File: src/rtl/sync_fifo_drain_if.sv
// Handshake bundle between a synchronous FIFO read port, the drain engine and its valid/ready consumer.
interface sync_fifo_drain_if #(
  parameter int unsigned WIDTH = 64
);
  logic             fifo_empty;
  logic [WIDTH-1:0] fifo_dout;
  logic             fifo_ren;
  logic             m_valid;
  logic             m_ready;
  logic [WIDTH-1:0] m_data;

  modport master (
    input  fifo_empty, fifo_dout, m_ready,
    output fifo_ren, m_valid, m_data
  );

  modport slave (
    output fifo_empty, fifo_dout, m_ready,
    input  fifo_ren, m_valid, m_data
  );
endinterface

File: src/rtl/sync_fifo_drain.sv
// Pops a 1-cycle-latency FIFO into a 2-entry skid buffer and presents it as a full-rate valid/ready stream.
// Optional SYNC_FIFO_DRAIN_STATS_EN adds a 32-bit popped-word counter on o_word_cnt.
module sync_fifo_drain #(
  parameter int unsigned WIDTH = 64
) (
  input  logic              i_clk,
  input  logic              i_reset,
  sync_fifo_drain_if.master bus,
  output logic [1:0]        o_occupancy
`ifdef SYNC_FIFO_DRAIN_STATS_EN
  ,
  output logic [31:0]       o_word_cnt
`endif
);
  localparam int unsigned DEPTH = 2;
  localparam int unsigned CNT_W = 2;
  localparam int unsigned LVL_W = 3;

  logic [WIDTH-1:0] r_buf [DEPTH];
  logic             r_head;
  logic             r_tail;
  logic [CNT_W-1:0] r_count;
  logic             r_inflight;

  logic             w_valid;
  logic             w_pop;
  logic             w_ren;
  logic [LVL_W-1:0] w_level;

  assign w_valid = (r_count != '0);

  // Level after this cycle's pop and capture; a new pop is only issued while a slot is guaranteed free.
  always_comb begin
    w_pop   = w_valid && bus.m_ready;
    w_level = LVL_W'(r_count) + LVL_W'(r_inflight) - LVL_W'(w_pop);
    w_ren   = !i_reset && !bus.fifo_empty && (w_level < LVL_W'(DEPTH));
  end

  always_ff @(posedge i_clk or posedge i_reset) begin
    if (i_reset) begin
      r_buf[0]   <= '0;
      r_buf[1]   <= '0;
      r_head     <= 1'b0;
      r_tail     <= 1'b0;
      r_count    <= '0;
      r_inflight <= 1'b0;
    end else begin
      r_inflight <= w_ren;
      if (r_inflight) begin
        r_buf[r_tail] <= bus.fifo_dout;
        r_tail        <= ~r_tail;
      end
      if (w_pop) begin
        r_head <= ~r_head;
      end
      r_count <= CNT_W'(w_level);
    end
  end

  assign bus.fifo_ren = w_ren;
  assign bus.m_valid  = w_valid;
  assign bus.m_data   = r_buf[r_head];
  assign o_occupancy  = r_count;

`ifdef SYNC_FIFO_DRAIN_STATS_EN
  logic [31:0] r_word_cnt;

  always_ff @(posedge i_clk or posedge i_reset) begin
    if (i_reset) begin
      r_word_cnt <= '0;
    end else if (w_pop) begin
      r_word_cnt <= r_word_cnt + 32'd1;
    end
  end

  assign o_word_cnt = r_word_cnt;
`endif

  // Buffered plus in-flight words can never exceed the two slots.
  a_no_overflow : assert property (@(posedge i_clk) disable iff (i_reset)
    (LVL_W'(r_count) + LVL_W'(r_inflight)) <= LVL_W'(DEPTH));

endmodule

File: src/flat_wrapper.sv
// flat-port wrapper written by rule: the top's interface ports become plain ports
module sync_fifo_drain_flat 
#(
  parameter int unsigned WIDTH = 64
)
  (i_clk, i_reset, o_occupancy, bus_fifo_empty, bus_fifo_dout, bus_m_ready, bus_fifo_ren, bus_m_valid, bus_m_data);
  sync_fifo_drain_if #(.WIDTH(WIDTH)) bus_i ();
  input  logic i_clk;
  input  logic i_reset;
  output logic [1:0] o_occupancy;
  input wire logic [$bits(bus_i.fifo_empty)-1:0] bus_fifo_empty;
  input wire logic [$bits(bus_i.fifo_dout)-1:0] bus_fifo_dout;
  input wire logic [$bits(bus_i.m_ready)-1:0] bus_m_ready;
  output wire logic [$bits(bus_i.fifo_ren)-1:0] bus_fifo_ren;
  output wire logic [$bits(bus_i.m_valid)-1:0] bus_m_valid;
  output wire logic [$bits(bus_i.m_data)-1:0] bus_m_data;
  assign bus_i.fifo_empty = bus_fifo_empty;
  assign bus_i.fifo_dout = bus_fifo_dout;
  assign bus_i.m_ready = bus_m_ready;
  assign bus_fifo_ren = bus_i.fifo_ren;
  assign bus_m_valid = bus_i.m_valid;
  assign bus_m_data = bus_i.m_data;
  sync_fifo_drain #(.WIDTH(WIDTH)) u_core (.i_clk(i_clk), .i_reset(i_reset), .bus(bus_i), .o_occupancy(o_occupancy));
endmodule
File: config.mk
export PLATFORM = sky130hd
export DESIGN_NAME = sync_fifo_drain_flat
export DESIGN_NICKNAME = d
export VERILOG_FILES = /design/src/rtl/sync_fifo_drain_if.sv /design/src/rtl/sync_fifo_drain.sv /design/src/flat_wrapper.sv
export SDC_FILE = /design/constraint.sdc
export NUM_CORES = 1
export LEC_CHECK = 0
export ABC_AREA = 1
export BUFFER_PORTS_ARGS = -buffer_cell sky130_fd_sc_hd__buf_2
export CORE_MARGIN = 2
export CORE_UTILIZATION = 49
export CTS_CLUSTER_SIZE = 16
export DETAILED_ROUTE_END_ITERATION = 8
export GPL_ROUTABILITY_DRIVEN = 0
export PLACE_DENSITY = 0.81
export SYNTH_ARGS = -nofsm -noshare
export SYNTH_HDL_FRONTEND = slang
export SYNTH_SLANG_ARGS = --single-unit
File: constraint.sdc
create_clock -name i_clk -period 3.5 [get_ports i_clk]
set_input_delay 0.175 -clock i_clk [delete_from_list [all_inputs] [get_ports i_clk]]
set_output_delay 0.175 -clock i_clk [all_outputs]
set_load 0.1 [all_outputs]
==> flow_summary_export.csv <==
group,metric,value,unit
run_status,status,"finished, final reports clean",
yosys,synth_area,6370,sq um
setup_path,worstPathRequired,3.32,ns
route,drc,0,
sta,fmax,333,MHz
setup_path,cp-end-kind,"output port",
final_layout,syn2layout_area_growth,18.6,%
global_route,grt_max_degree,129,
route,drtPass1Iterations,5,
sta,tns,0,ns
clocking,insertion_delay,0.41,ns
setup_path,max_stage_delay,0.45,ns
setup_path,worstPathArrival,2.83,ns
route,avgViaCountPerCell,4.67,
sta,hold_viol_final,0,
setup_path,cp_num_buf_inv,3,
flow_run,max_cap_viol_count,0,
setup_path,cp_cell_sequence,"o21ai_0 > inv_1 > ha_1 > inv_1 > ha_1 > fa_1 > nor2_1 > nand2_1 > nor2_2 > buf_2",
route,ant_nets,0,
yosys,synth_cells,710,
floorplan,num_rows,41,
final_layout,layout-drive-gt1-share,0.349,
place,dp_hpwl,7.65,mm
place,io_buffers,135,
sta,min_period_over_period,0.859,
setup_path,cp_max_fo,4,
sta,tightestPinTransition,0.971,ns
yosys,yosys-top-cells-area,"dfrtp_1 52%, nand2_1 19%, o21ai_2 16%, buf_6 4.6%, inv_1 4.2%",
clocking,root_buffer,"clkbuf_16",
global_route,grt_overflow,0,
setup_path,criticalPathCategory,"flip-flop to output port",
sta,slew_violations,0,
setup_path,crit_family,"adder cells",
sta,timing.hold.ws,0.0167,ns
floorplan,die-width,118,um
setup_path,critPathSlowestCell,"fa_1",
place,place_inst,981,
yosys,synth-seq-area-share,0.522,
clocking,cts_tree,"built",
floorplan,dieArea,13900,sq um
floorplan,core-area,12700,sq um
route,vias,4735,
yosys,synth_top_area_frac,0.522,
clocking,cts_sinks,133,
route,drt_iter0_markers,298,
sta,fin_worst_skew,0.0108,ns
yosys,syn_area_per_cell,8.98,sq um
sta,period_needed,3.01,ns
sta,rsz0062_at_grt,"no",
global_route,grt_pass1_wl,21.2,mm
clocking,clock_path_buffers,2,
place,dp_worst_setup_slack,0.916,ns
yosys,yosysWarnings,0,
route,routed_wl,12.5,mm
global_route,antenna_found_initial,0,
yosys,ys_ff_latch,133,
clocking,cts_buffers,17,
global_route,grt_use_total,0.189,
setup_path,start_kind,"flip-flop",
final_layout,num-nets-final,900,
clocking,cts_resized,0,
sta,max-slew-margin-rel,0.352,
yosys,yosysUniqueCellTypes,18,
yosys,synthesis.nets,781,
final_layout,diodes,0,
final_layout,fin_cells,1014,
floorplan,io_pins,136,
floorplan,die_h,118,um
global_route,grt_pass1_vias,4544,
yosys,synth_area_leader_cell,"dfrtp_1",
clocking,clkTransAtPathRegs,0.05,ns
route,wl_per_cell,12.4,um
floorplan,start_util,0.503,
clocking,htree_levels,4,
hold_path,min_path_type,"input port to flip-flop",
sta,setup_violations,0,
sta,worst_slack,0.494,ns
[per-layer routing]
layer / vias to the layer above / routed length (um) / track usage
li1: 2411 / - / -
met1: 2222 / 5770 / 0.242
met2: 94 / 6140 / 0.308
met3: 8 / 519 / 0.0523
met4: 0 / 103 / 0.0678
met5: - / 0 / 0
[repair_timing]
action	in CTS	in global routing
hold buffers	1	0
setup buffers	0	0
endpoints found under the hold margin	34	0
[state kept, by name, summed over array words and instances (netlist names)]
name	count
u_core.o_occupancy	2
u_core.r_buf	128
u_core.r_head	1
u_core.r_inflight	1
u_core.r_tail	1
[metrics by stage]
| step | util | cell area, sq um |
|---|---|---|
| final | 0.596 | 7560 |
| after global routing | 0.596 | 7560 |
| after CTS | 0.596 | 7560 |
| after detailed placement | 0.549 | 6960 |
| after global placement | 0.549 | 6960 |
| after floorplan | - | 6380 |
[tightest hold or removal path: stages]
cell,delay (ns)
buf_2,0.08
nor2_1,0.03
nand2_1,0.06
nor2_2,0.05
[Yosys cell counts]
cell and number:
o21ai_1 12, buf_6 26, nand3_1 1, xnor2_1 1, nand2_2 2, buf_8 2
nor2_1 2, nand2_1 324, buf_2 12, fa_1 1, clkbuf_1 2, xor2_1 1
o21ai_0 1, inv_1 71, inv_2 1, dfrtp_1 133, ha_1 2, o21ai_2 116
[cell usage in the layout (no fill, tap or decap), drive strengths merged]
cell	count
nand3	1
inv	71
ha	2
xor2	1
o21ai	129
nand2	326
clkinvlp	3
fa	1
nor2	2
dlygate4sd3	1
clkbuf	23
buf	141
xnor2	1
clkinv	5
dfrtp	133
bufinv	2
[layout make-up]
class                   instances  area, sq um
repair buffers                142          743
well taps                     172          215
flip-flops and latches        133         3330
inverters                      72          274
clock buffers                  23          488
fillers                      1170         5110
multi-input cells             463         2410
clock inverters                 9          100
[cells by family after synthesis]
| family | share of synthesized area |
|---|---|
| xor gates and xnor gates | 0.00275 |
| buffers and inverters | 0.104 |
| and+or+nand+nor | 0.195 |
| AOI/OAI and AO/OA | 0.170 |
| adders and majority gates | 0.00707 |
| DFF | 0.522 |
[worst paths after layout]
| path | from | to | slack, ns | cells after the start |
|---|---|---|---|---|
| max | u_core.o_occupancy[1]$_DFF_PP0_ | bus_fifo_ren | 0.49 | 10 |
| min reg2reg | u_core.r_buf[53]$_DFFE_PP0P_ | u_core.r_buf[53]$_DFFE_PP0P_ | 0.48 | 2 |
| max reg2reg | u_core.o_occupancy[1]$_DFF_PP0_ | u_core.r_inflight$_DFF_PP0_ | 1.46 | 9 |
| max in group asynchronous | i_reset | u_core.r_buf[52]$_DFFE_PP0P_ | 1.89 | 4 |
| min | bus_fifo_empty | u_core.r_inflight$_DFF_PP0_ | 0.02 | 4 |
| min in group asynchronous | i_reset | u_core.r_buf[96]$_DFFE_PP0P_ | 0.47 | 3 |
Power is not shown: default switching activity piles up to over one toggle a cycle in this logic, so the estimate is an artifact.
